[src/rtl/fetch_unit_pkg.sv]
// fetch_unit_pkg: shared constants, buffer entry type and PC helper for the fetch stage
package fetch_unit_pkg;
  localparam int XLEN = 32;
  localparam int PC_STEP = 4;
  localparam logic [XLEN-1:0] NOP_INSTR = 32'h0000_0013;
  typedef struct packed {
    logic [XLEN-1:0] pc;
    logic [XLEN-1:0] instr;
  } fetch_entry_t;
  function automatic logic [XLEN-1:0] word_align(input logic [XLEN-1:0] a);
    return a & ~32'd3;
  endfunction
endpackage

[src/rtl/fetch_fifo.sv]
// fetch_fifo: synchronous power-of-two FIFO with synchronous clear and occupancy count
module fetch_fifo #(
  parameter int WIDTH = 64,
  parameter int DEPTH = 2
) (
  input  logic                   clk,
  input  logic                   rst_n,
  input  logic                   push,
  input  logic                   pop,
  input  logic                   clr,
  input  logic [WIDTH-1:0]       wdata,
  output logic [WIDTH-1:0]       rdata,
  output logic                   full,
  output logic                   empty,
  output logic [$clog2(DEPTH):0] count
);
  localparam int AW = $clog2(DEPTH);
  logic [WIDTH-1:0] mem_q [DEPTH];
  logic [WIDTH-1:0] mem_d [DEPTH];
  logic [AW-1:0] wr_q, wr_d, rd_q, rd_d;
  logic [AW:0] cnt_q, cnt_d;
  logic do_push, do_pop;
  always_comb begin
    full = cnt_q == (AW+1)'(DEPTH);
    empty = cnt_q == '0;
    count = cnt_q;
    rdata = mem_q[rd_q];
    do_pop = pop && !empty;
    do_push = push && (!full || do_pop);
    wr_d = clr ? '0 : wr_q + AW'(do_push);
    rd_d = clr ? '0 : rd_q + AW'(do_pop);
    cnt_d = clr ? '0 : cnt_q + (AW+1)'(do_push) - (AW+1)'(do_pop);
    mem_d = mem_q;
    if (do_push && !clr) mem_d[wr_q] = wdata;
  end
  always_ff @(posedge clk or negedge rst_n)
    if (!rst_n) begin
      wr_q <= '0;
      rd_q <= '0;
      cnt_q <= '0;
    end else begin
      wr_q <= wr_d;
      rd_q <= rd_d;
      cnt_q <= cnt_d;
    end
  always_ff @(posedge clk) mem_q <= mem_d;
endmodule

[src/rtl/fetch_unit.sv]
// fetch_unit: PC owner and instruction fetch stage feeding the control decoder
module fetch_unit
  import fetch_unit_pkg::*;
#(
  parameter logic [XLEN-1:0] RESET_PC   = 32'h0000_0000,
  parameter int              FIFO_DEPTH = 2
) (
  input  logic            clk,
  input  logic            rst_n,
  output logic            imem_req_valid,
  input  logic            imem_req_ready,
  output logic [XLEN-1:0] imem_req_addr,
  input  logic            imem_rsp_valid,
  input  logic [XLEN-1:0] imem_rsp_data,
  output logic            instr_valid,
  input  logic            instr_ready,
  output logic [XLEN-1:0] instr,
  output logic [XLEN-1:0] instr_pc,
  input  logic            redirect_en,
  input  logic [XLEN-1:0] redirect_target
);
  localparam int AW = $clog2(FIFO_DEPTH);
  localparam int CW = AW + 1;
  logic [XLEN-1:0] pc_q, pc_d;
  logic [CW-1:0] inflight_q, inflight_d, discard_q, discard_d, occ;
  logic [XLEN-1:0] aq_q [FIFO_DEPTH];
  logic [XLEN-1:0] aq_d [FIFO_DEPTH];
  logic [AW-1:0] aw_q, aw_d, ar_q, ar_d;
  logic run_q, req_fire, rsp_keep, pop, full, empty;
  fetch_entry_t head;
  always_comb begin
    imem_req_valid = run_q && !redirect_en && ({1'b0, inflight_q} + {1'b0, occ}) < (CW+1)'(FIFO_DEPTH);
    imem_req_addr = pc_q;
    req_fire = imem_req_valid && imem_req_ready;
    rsp_keep = imem_rsp_valid && !redirect_en && discard_q == '0;
    instr_valid = !empty;
    pop = instr_valid && instr_ready;
    instr = empty ? NOP_INSTR : head.instr;
    instr_pc = empty ? '0 : head.pc;
    pc_d = redirect_en ? word_align(redirect_target) : req_fire ? pc_q + XLEN'(PC_STEP) : pc_q;
    inflight_d = inflight_q + CW'(req_fire) - CW'(imem_rsp_valid);
    discard_d = redirect_en ? inflight_q - CW'(imem_rsp_valid)
                            : discard_q - CW'(imem_rsp_valid && discard_q != '0);
    aw_d = aw_q + AW'(req_fire);
    ar_d = ar_q + AW'(imem_rsp_valid);
    aq_d = aq_q;
    if (req_fire) aq_d[aw_q] = pc_q;
  end
  always_ff @(posedge clk or negedge rst_n)
    if (!rst_n) begin
      pc_q <= RESET_PC;
      inflight_q <= '0;
      discard_q <= '0;
      aw_q <= '0;
      ar_q <= '0;
      run_q <= 1'b0;
    end else begin
      pc_q <= pc_d;
      inflight_q <= inflight_d;
      discard_q <= discard_d;
      aw_q <= aw_d;
      ar_q <= ar_d;
      run_q <= 1'b1;
    end
  always_ff @(posedge clk) aq_q <= aq_d;
  // The credit rule reserves a slot for every accepted response
  always_ff @(posedge clk) if (rst_n) assert (!(rsp_keep && full && !pop));
  fetch_fifo #(.WIDTH($bits(fetch_entry_t)), .DEPTH(FIFO_DEPTH)) u_fifo (
    .clk(clk),
    .rst_n(rst_n),
    .push(rsp_keep),
    .pop(pop),
    .clr(redirect_en),
    .wdata({aq_q[ar_q], imem_rsp_data}),
    .rdata(head),
    .full(full),
    .empty(empty),
    .count(occ)
  );
endmodule

[config.mk]
export PLATFORM = sky130hd
export DESIGN_NAME = fetch_unit
export DESIGN_NICKNAME = d
export VERILOG_FILES = /design/src/rtl/fetch_unit_pkg.sv /design/src/rtl/fetch_fifo.sv /design/src/rtl/fetch_unit.sv
export SDC_FILE = /design/constraint.sdc
export NUM_CORES = 1
export LEC_CHECK = 0
export ABC_AREA = 1
export CAP_MARGIN = 0
export CELL_PAD_IN_SITES_DETAIL_PLACEMENT = 2
export CELL_PAD_IN_SITES_GLOBAL_PLACEMENT = 2
export CORE_MARGIN = 2
export CORE_UTILIZATION = 25
export DETAILED_ROUTE_END_ITERATION = 10
export PLACE_DENSITY = 0.71
export SYNTH_ARGS = -nofsm -noshare
export SYNTH_HDL_FRONTEND = slang
export SYNTH_SLANG_ARGS = --single-unit
[constraint.sdc]
create_clock -name clk -period 7.25 [get_ports clk]
set_input_delay 1.45 -clock clk [delete_from_list [all_inputs] [get_ports clk]]
set_output_delay 1.45 -clock clk [all_outputs]
set_load 0.01 [all_outputs]
==> results of run 1 <==
## registers in the layout (all words and copies together), names as in the netlist
name,flops
u_fifo.wr_q,1
aq_q,60
u_fifo.rd_q,1
aw_q,1
u_fifo.mem_q,124
imem_req_addr,30
inflight_q,2
ar_q,1
discard_q,2
u_fifo.count,2
run_q,1
## layer usage
layer | up-vias | part of all wire | global-route usage
met5 | - | 0 | 0
met4 | 0 | 0.012 | 0.02354
met3 | 20 | 0.050 | 0.02597
met2 | 139 | 0.49 | 0.2431
met1 | 3359 | 0.45 | 0.1780
li1 | 3188 | - | -
## cells in the mapped netlist (all sizes together)
master,number
fa,1
o21ai,16
xor2,4
o21bai,6
mux2i,1
a21oi,59
ha,9
nor3,4
inv,60
nand4,5
dfrtp,41
nor2,50
conb,2
xnor2,8
nand2,267
o21a,1
clkbuf,18
edfxtp,184
buf,17
o211ai,4
or2,1
mux2,30
and2,1
nand3,56
## report_power, final
group	total, W	switching, W	internal [W]	leakage (nW)
combinational	0.00125	0.000705	0.000544	2.06
sequential	0.00173	0.000138	0.00159	2.16
clock	0.00120	0.000515	0.000689	0.377
total	0.00418	0.00136	0.00283	4.60
## cell families (layout without fill, tap and decap cells)
logic type,count (synthesis),after routing
flops,225,225
xor+xnor,12,12
fa+ha+maj,10,10
compound gates,86,86
mux,31,31
buf+inv,95,277
simple gates,384,384
other cells,2,5
## stage by stage
step	setup slack [ns]	cell area, sq um	utilization	hold slack, ns
after floorplan	2.340	9701	-	0.5006
after global placement	2.776	11840	0.3079	0.5363
after detailed placement	2.755	11840	0.3079	0.5544
after CTS	2.694	12630	0.3283	0.5717
after global routing	2.586	12630	0.3283	0.5823
final	2.788	12630	0.3283	0.5693
## layout make-up
type	count	share of cell area
clock buffer	34	0.05638
clock inverter	13	0.005648
inverter	60	0.01823
multi-input combinational	528	0.2169
sequential	225	0.5189
tap	518	0.05133
timing repair buffer	170	0.1326
## critical path: cells and delay by family
family	cells	cell delay, ns
and+or+nand+nor	1	0.10
buffers and inverters	5	1.45
## how the worst min path moves through the flow
stage                             from                          end  slack, ns
6_report            aq_q[62]$_DFFE_PP_   u_fifo.mem_q[62]$_DFFE_PP_       0.57
4_1_cts             aq_q[28]$_DFFE_PP_   u_fifo.mem_q[60]$_DFFE_PP_       0.57
3_5_place_dp        aq_q[62]$_DFFE_PP_  u_fifo.mem_q[126]$_DFFE_PP_       0.55
3_3_place_gp   inflight_q[0]$_DFF_PN0_      inflight_q[0]$_DFF_PN0_       0.54
2_1_floorplan  inflight_q[0]$_DFF_PN0_      inflight_q[0]$_DFF_PN0_       0.50
5_1_grt             aq_q[56]$_DFFE_PP_   u_fifo.mem_q[56]$_DFFE_PP_       0.58
## cells in the final DEF (no fill, tap or decap), types with 8 or more instances in the layout
| master | instances |
|---|---|
| dfrtp_1 | 40 |
| clkdlybuf4s50_1 | 160 |
| a21oi_1 | 59 |
| buf_4 | 9 |
| clkbuf_16 | 27 |
| xnor2_1 | 8 |
| nand2_1 | 258 |
| nor2_4 | 10 |
| nor2_1 | 34 |
| ha_1 | 9 |
| edfxtp_1 | 184 |
| mux2_2 | 30 |
| nand3_1 | 56 |
| inv_1 | 53 |
| o21ai_0 | 16 |
==> out/results.ini, run 1 <==
[run_status]
status=complete, no violations

[clock_tree]
cts_resized=0
clkTransAtPathRegs_ns=0.06
cts_sinks=225
clockBufferDepth=3
cts_tree=built
clockRootBuffer=clkbuf_16
cts_hold_buf=0
numCtsBuffers=26
clk_latency_ns=0.53
post_cts_buffers=0
htreeDepth=1

[floorplan]
rows=72
core_area_sq_mm=0.03847
initial_utilization=0.2519
die_y_microns=200.9
pin_count=168
die_area_sq_mm=0.04035
chipWidth_microns=200.9

[finish]
area_growth_pct=30.32
final_cells=1548
layout-drive-gt1-share=0.1087
multiInputGateArea_sq_mm=0.002739
fin_nets=1091
antenna_cells=0
fillers=4205
seq_area_sq_mm=0.006553

[pwr]
power_density_mw_per_mm2=331.4
power_w=0.004185
irDropWorstVdd_uv=134.6
leakage_nw=4.599

[timing]
hold_viol_final=0
post-route-period-util=0.6154
tns_ns=0
max_slew_margin=0.2670
finalMaxSlewViolations=0
finalClockSkew_ns=0.01632
rsz0062_at_grt=false
fmax_mhz=224.1
worst_pin_slew_ns=1.099
setup_viol=0
min_period_ns=4.462

[global_routing]
grt_start_max_net_pins=64
grt_pass1_wl_mm=43.48
grt_pass1_vias=7433
grt_overflow=0
grtUsageTotal=0.1379
antenna_found_initial=0

[synthesis]
netlist_area_sq_mm=0.009689
synth_mux_area_frac=0.03590
yosys_warnings=0
synth_compound_area_frac=0.04726
netlist_instances=845
synth_area_leader_cell=edfxtp_1
synthXorXnorAreaFrac=0.01085
synth_seq_cells=225
yosys.area_share.simple=0.1715
netlist.area_leader.share=0.5702
ys_seq_area_frac=0.6761
synth_top_family_by_area=simple AND/OR/NAND/NOR gates
avgSynthCellArea_sq_um=11.47
synth.area.top_cells=edfxtp_1 (57%), dfrtp_1 (11%), nand2_1 (10%)
yosysUniqueCellTypes=35
yosys.area_share.adder=0.01369

[worst_setup_path]
critPathCapture=imem_req_valid
cp_slowest_cell=clkdlybuf4s50_1
r2r_start=u_fifo.count[0]$_DFF_PN0_
critPathKind=input pin to output port
critPathMaxFanout=37
crit_path_frequent_cell=clkdlybuf4s50_1
start_kind=input pin
cp_data_arrival_time_ns=3.01
worstSetupStartpoint=redirect_en
cp_slowest_stage_delay_ns=0.47
cp_cell_sequence=clkdlybuf4s50_1, buf_4, inv_6, nand3_1, inv_1, clkdlybuf4s50_1
regToRegSetupSlack_ns=4.34
crit_required_ns=5.80
r2r_cells=8
cp-end-kind=output port
r2r_end=aq_q[24]$_DFFE_PP_

[placement]
gp_congestion=0.7535
hpwl_mm=19.10
io_buffers=161
placed_cells=1501

[route]
antenna_left=0
dr_total_vias=6706
drcViolationCount=0
firstDrtPassIters=4
drt_first_iter_violations=304
post_drt_wl_per_cell_microns=17.96
totalWireLength_mm=27.81
detail_route.vias_per_cell=4.332

[hold_path]
holdPathStages=1
hold_path.class=register to register

[flow_run]
maxCapViolations=0

(Power assumes the default switching activity.)
==> inputs of run 2 (changes only) <==
Clock period 7.25 ns to 4.3 ns, I/O delays scaled along.
==> run 2 against run 1 <==
  * Hold slack lost 0.049 ns
  * Sequential share of layout area shrank 0.86 points
  * First-iteration DRC count shrank 24%
  * Flip-flop and latch count is the same
  * Critical path depth shrank 1
  * Via count grew 0.95%
  * Clock-buffer cell count grew 2
==> out/results.ini, run 2 (same netlist as run 1, synthesis figures left out) <==
[floorplan]
core_area_sq_mm=0.03847  ; unchanged
chipWidth_microns=200.9  ; unchanged
pin_count=168  ; unchanged
rows=72  ; unchanged
die_y_microns=200.9  ; unchanged
die_area_sq_mm=0.04035  ; unchanged
initial_utilization=0.2519  ; unchanged

[route]
antenna_left=0  ; unchanged
firstDrtPassIters=4  ; unchanged
drcViolationCount=0  ; unchanged
met2_length_mm=14.07  ; was 13.60 mm
routedLengthMet1_mm=12.84  ; was 12.49 mm
dr_wl_met3_mm=1.217  ; was 1.393 mm
dr_total_vias=6770  ; was 6706
post_drt_wl_per_cell_microns=18.39  ; was 17.96 microns
top_layer_used=met4  ; unchanged
totalWireLength_mm=28.60  ; was 27.81 mm
detail_route.vias_per_cell=4.354  ; was 4.332
drt_first_iter_violations=230  ; was 304

[finish]
top_register=u_fifo.mem_q  ; unchanged
layout_common_cells=nand2_1 (258), edfxtp_1 (184), clkdlybuf4s50_1 (160)  ; unchanged
fillers=4101  ; was 4205
final_cells=1555  ; was 1548
final_common_cell=nand2_1  ; unchanged
antenna_cells=0  ; unchanged
largest_reg_flops=124  ; unchanged
stdcell_area_sq_mm=0.01284  ; was 0.01263 sq mm
area_growth_pct=32.52  ; was 30.32%
fin_nets=1096  ; was 1091
layout-drive-gt1-share=0.1157  ; was 0.1087

[worst_setup_path]
critPathMaxFanout=26  ; was 37
r2r_end=aq_q[56]$_DFFE_PP_  ; was aq_q[24]$_DFFE_PP_
regToRegSetupSlack_ns=1.73  ; was 4.34 ns
worstSetupStartpoint=u_fifo.rd_q$_DFF_PN0_  ; was redirect_en
cp-end-kind=output port  ; unchanged
r2r_start=u_fifo.count[0]$_DFF_PN0_  ; unchanged
cp_data_arrival_time_ns=2.68  ; was 3.01 ns
start_kind=register  ; was input pin
r2r_cells=8  ; unchanged
critPathCapture=instr_pc[22]  ; was imem_req_valid
crit_required_ns=3.44  ; was 5.80 ns
critPathKind=register to output port  ; was input pin to output port

[placement]
placed_cells=1505  ; was 1501
gp_congestion=0.7356  ; was 0.7535
place_area_sq_mm=0.01191  ; was 0.01184 sq mm
io_buffers=161  ; unchanged
hpwl_mm=19.77  ; was 19.10 mm

[global_routing]
grt_pass1_vias=7488  ; was 7433
grt_pass1_wl_mm=44.37  ; was 43.48 mm
grt_start_max_net_pins=64  ; unchanged
grt_overflow=0  ; unchanged
antenna_found_initial=0  ; unchanged
grtUsageTotal=0.1418  ; was 0.1379

[hold_path]
hold_path.class=input pin to asynchronous set/reset pin  ; was register to register

[timing]
tns_ns=0  ; unchanged
fin_hold_ws_ns=0.5201  ; was 0.5693 ns
max_slew_margin=0.2746  ; was 0.2670
worst_pin_slew_ns=1.088  ; was 1.099 ns
fmax_mhz=282.4
hold_viol_final=0  ; unchanged
post-route-period-util=0.8235
finalClockSkew_ns=0.01125  ; was 0.01632 ns
setup_viol=0  ; unchanged
finalMaxSlewViolations=0  ; unchanged
rsz0062_at_grt=false  ; unchanged
min_period_ns=3.541

[clock_tree]
clockRootBuffer=clkbuf_16  ; unchanged
clockBufferDepth=3  ; unchanged
htreeDepth=1  ; unchanged
cts_sinks=225  ; unchanged
clk_latency_ns=0.55  ; was 0.53 ns
clkTransAtPathRegs_ns=0.06  ; about the same
cts_hold_buf=0  ; unchanged
post_cts_buffers=0  ; unchanged
cts_resized=0  ; unchanged
numCtsBuffers=27  ; was 26
cts_tree=built  ; unchanged

[pwr]
irDropWorstVdd_uv=289.0  ; was 134.6 uV
power_density_mw_per_mm2=581.4  ; was 331.4 mW/mm^2
leakage_nw=4.692  ; was 4.599 nW
power_w=0.007465  ; was 0.004185 W

[flow_run]
maxCapViolations=0  ; unchanged

[run_status]
status=complete, no violations  ; unchanged

[run 2: cell count changes in the layout (fill, tap and decap cells not counted), sizes merged]
cell / before / now
clkinv: 10 / 4
bufinv: 0 / 5
buf: 10 / 14
clkbuf: 34 / 36
inv: 60 / 62
[run 2: through the flow]
stage               setup slack [ns]    util
finish                        0.7591  0.3338
global route                  0.5809  0.3338
CTS                           0.6611  0.3338
detailed placement             1.227  0.3097
global placement               1.230  0.3097
floorplan                      1.029       -
[run 2: layer usage]
layer | up-vias | global-route usage
met5 | - | 0
met3 | 33 | 0.02419
met1 | 3405 | 0.1828
met4 | 0 | 0.03519
li1 | 3200 | -
met2 | 132 | 0.2469
[run 2: final cells by class]
class | instances | area (sq um) | area share
Sequential cell | 225 | 6553 | 0.5103
Multi-Input combinational cell | 528 | 2739 | 0.2133
Timing Repair Buffer | 174 | 1742 | 0.1356
Clock buffer | 36 | 719.4 | 0.05603
Tap cell | 518 | 648.1 | 0.05048
Inverter | 60 | 230.2 | 0.01793
Clock inverter | 14 | 209.0 | 0.01627
[run 2: worst min path at each step]
stage / startpoint / to / cells after the start
6_report: rst_n / discard_q[0]$_DFF_PN0_ / 1
5_1_grt: rst_n / discard_q[0]$_DFF_PN0_ / 1
4_1_cts: rst_n / imem_req_addr[15]$_DFFE_PN0P_ / 1
3_5_place_dp: aq_q[29]$_DFFE_PP_ / u_fifo.mem_q[61]$_DFFE_PP_ / 1
3_3_place_gp: inflight_q[0]$_DFF_PN0_ / inflight_q[0]$_DFF_PN0_ / 1
2_1_floorplan: inflight_q[0]$_DFF_PN0_ / inflight_q[0]$_DFF_PN0_ / 1
[run 2: worst max-delay path, stage by stage, from the launching register on]
cell             delay [ns]
dfrtp_2                0.40
inv_2                  0.42
buf_4                  0.38
nand2_1                0.09
a21oi_1                0.24
clkdlybuf4s50_1        0.58
[run 2: power by group]
group	internal [W]	switching (W)	total [W]
clock	0.00148	0.000929	0.00241
sequential	0.00269	0.000242	0.00293
combinational	0.000935	0.00119	0.00213
total	0.00510	0.00237	0.00747
==> inputs of run 3 (changes only) <==
Clock period 4.3 ns to 3.6 ns, I/O delays scaled along.
==> run 3 against run 2 <==
  * Die area did not move
  * Design area barely moved
  * Worst setup slack got worse by 0.31 ns
  * Global-route usage fell by 0.17 points
  * First-iteration DRC count fell by 34%
  * Critical path type unchanged
  * Highest routed layer unchanged
==> out/results.ini, run 3 (same netlist as run 1, synthesis figures left out) <==
[worst_setup_path]
cp_cell_sequence=nand2_1, inv_1, fa_1, nor2_2, nand3_1, inv_1, clkdlybuf4s50_1  ; was inv_2, buf_4, nand2_1, a21oi_1, clkdlybuf4s50_1
start_kind=register  ; unchanged
path_buf_inv=3  ; unchanged
cp_slowest_stage_delay_ns=0.52  ; was 0.58 ns
cp-end-kind=output port  ; unchanged
crit_required_ns=2.88  ; was 3.44 ns
critPathKind=register to output port  ; unchanged
crit_cells=7  ; was 5
critPathMaxFanout=3  ; was 26
cp_top_family=buffers and inverters  ; unchanged
r2r_cells=8  ; unchanged
cp_slowest_cell=clkdlybuf4s50_1  ; unchanged
crit_path_frequent_cell=inv_1
cp_data_arrival_time_ns=2.44  ; was 2.68 ns

[clock_tree]
cts_tree=built  ; unchanged
cts_resized=0  ; unchanged
cts_sinks=225  ; unchanged
clk_latency_ns=0.53  ; was 0.55 ns
clockBufferDepth=3  ; unchanged
htreeDepth=1  ; unchanged
post_cts_buffers=0  ; unchanged
clkTransAtPathRegs_ns=0.06  ; about the same
clockRootBuffer=clkbuf_16  ; unchanged
numCtsBuffers=27  ; unchanged
cts_hold_buf=0  ; unchanged

[global_routing]
grt_pass1_vias=7597  ; was 7488
grt_start_max_net_pins=63  ; was 64
grt_overflow=0  ; unchanged
antenna_found_initial=0  ; unchanged
grt_pass1_wl_mm=43.98  ; was 44.37 mm
grtUsageTotal=0.1401  ; was 0.1418

[timing]
finalClockSkew_ns=0.01647  ; was 0.01125 ns
finalMaxSlewViolations=0  ; unchanged
fmax_mhz=316.9
post-route-period-util=0.8765
tns_ns=0  ; unchanged
min_period_ns=3.155
rsz0062_at_grt=false  ; unchanged
worst_pin_slew_ns=1.078  ; was 1.088 ns
hold_viol_final=0  ; unchanged
max_slew_margin=0.2812  ; was 0.2746
setup_viol=0  ; unchanged

[floorplan]
pin_count=168  ; unchanged
chipWidth_microns=200.9  ; unchanged
initial_utilization=0.2519  ; unchanged
die_y_microns=200.9  ; unchanged
rows=72  ; unchanged
die_area_sq_mm=0.04035  ; unchanged
core_area_sq_mm=0.03847  ; unchanged

[flow_run]
maxCapViolations=0  ; unchanged

[route]
antenna_left=0  ; unchanged
drcViolationCount=0  ; unchanged
totalWireLength_mm=28.25  ; was 28.60 mm
detail_route.vias_per_cell=4.383  ; was 4.354
dr_total_vias=6803  ; was 6770
post_drt_wl_per_cell_microns=18.20  ; was 18.39 microns
drt_first_iter_violations=151  ; was 230
firstDrtPassIters=5  ; was 4

[finish]
fin_nets=1094  ; was 1096
antenna_cells=0  ; unchanged
largest_reg_flops=124  ; unchanged
fillers=4128  ; was 4101
layout_common_cells=nand2_1 (258), edfxtp_1 (184), clkdlybuf4s50_1 (160)  ; unchanged
seq_area_sq_mm=0.006553  ; unchanged
multiInputGateArea_sq_mm=0.002739  ; unchanged
final_common_cell=nand2_1  ; unchanged
area_growth_pct=32.43  ; was 32.52%
layout-drive-gt1-share=0.1132  ; was 0.1157
top_register=u_fifo.mem_q  ; unchanged
final_cells=1552  ; was 1555

[placement]
hpwl_mm=19.12  ; was 19.77 mm
io_buffers=161  ; unchanged
placed_cells=1503  ; was 1505
gp_congestion=0.7431  ; was 0.7356

[pwr]
p_comb_frac=0.293  ; was 0.285
pwr-share-seq=0.397  ; was 0.392
irDropWorstVdd_uv=276.3  ; was 289.0 uV
p_sw_w=0.002763  ; was 0.002365 W
power_density_mw_per_mm2=686.3  ; was 581.4 mW/mm^2
leakage_nw=4.698  ; was 4.692 nW
pwr-share-clk=0.310  ; was 0.322
switching_share=0.3137  ; was 0.3168
p_int_w=0.006043  ; was 0.005100 W

[hold_path]
hold_path.class=input pin to asynchronous set/reset pin  ; unchanged

[run_status]
status=complete, no violations  ; unchanged

## run 3: changes by cell type in the layout (fill, tap and decap cells not counted), moves of 2 or more
cell / delta
clkbuf_8: +4
clkinvlp_4: -3
inv_6: -2
bufinv_16: -2
buf_4: -5
buf_12: +3
## run 3: worst reg2reg max path: stages (launching register included)
cell	delay, ns
dfrtp_1	0.43
nand2_1	0.09
inv_1	0.05
fa_1	0.47
nor2_2	0.21
nand4_4	0.18
inv_2	0.29
ha_1	0.23
buf_4	0.39
## run 3: final timing paths
path	start	slack, ns	end
max in group asynchronous	rst_n	2.47	u_fifo.rd_q$_DFF_PN0_
hold reg to reg	ar_q$_DFF_PN0_	0.54	ar_q$_DFF_PN0_
setup / recovery	u_fifo.count[0]$_DFF_PN0_	0.44	imem_req_valid
setup reg to reg	u_fifo.count[0]$_DFF_PN0_	0.93	aq_q[7]$_DFFE_PP_
min in group clk	ar_q$_DFF_PN0_	0.54	ar_q$_DFF_PN0_
hold / removal	rst_n	0.40	inflight_q[0]$_DFF_PN0_
## run 3: area by class of cell
| cell class | count | share of cell area |
|---|---|---|
| Clock inverter | 10 | 0.009849 |
| Inverter | 60 | 0.01794 |
| Multi-Input combinational cell | 528 | 0.2135 |
| Timing Repair Buffer | 172 | 0.1375 |
| Tap cell | 518 | 0.05051 |
| Sequential cell | 225 | 0.5107 |
| Clock buffer | 39 | 0.06007 |
## run 3: through the flow
| stage | worst slack, ns | cell area (sq um) | utilization | total power (W) | hold WS, ns |
|---|---|---|---|---|---|
| CTS | 0.3831 | 12830 | 0.3336 | 0.008995 | 0.4273 |
| global placement | 0.7615 | 11930 | 0.3102 | 0.006065 | 0.5235 |
| detailed placement | 0.7242 | 11930 | 0.3102 | 0.006191 | 0.5323 |
| global route | 0.3026 | 12830 | 0.3336 | 0.009308 | 0.4787 |
| finish | 0.4446 | 12830 | 0.3336 | 0.008806 | 0.4017 |
| floorplan | 0.4686 | 9703 | - | 0.004777 | 0.4244 |
## run 3: per-layer routing
layer / part of all wire / track usage
met1: 0.44 / 0.1790
met4: 0.014 / 0.03413
met3: 0.040 / 0.02110
met2: 0.50 / 0.2484
met5: 0 / 0
## run 3: power by group through the flow
stage | logic, W | clock network [W] | registers (W)
after floorplan | 0.00132 | 0 | 0.00346
after global routing | 0.00284 | 0.00293 | 0.00354
final | 0.00258 | 0.00273 | 0.00350
after CTS | 0.00266 | 0.00283 | 0.00350
after detailed placement | 0.00264 | 0 | 0.00355
after global placement | 0.00254 | 0 | 0.00352
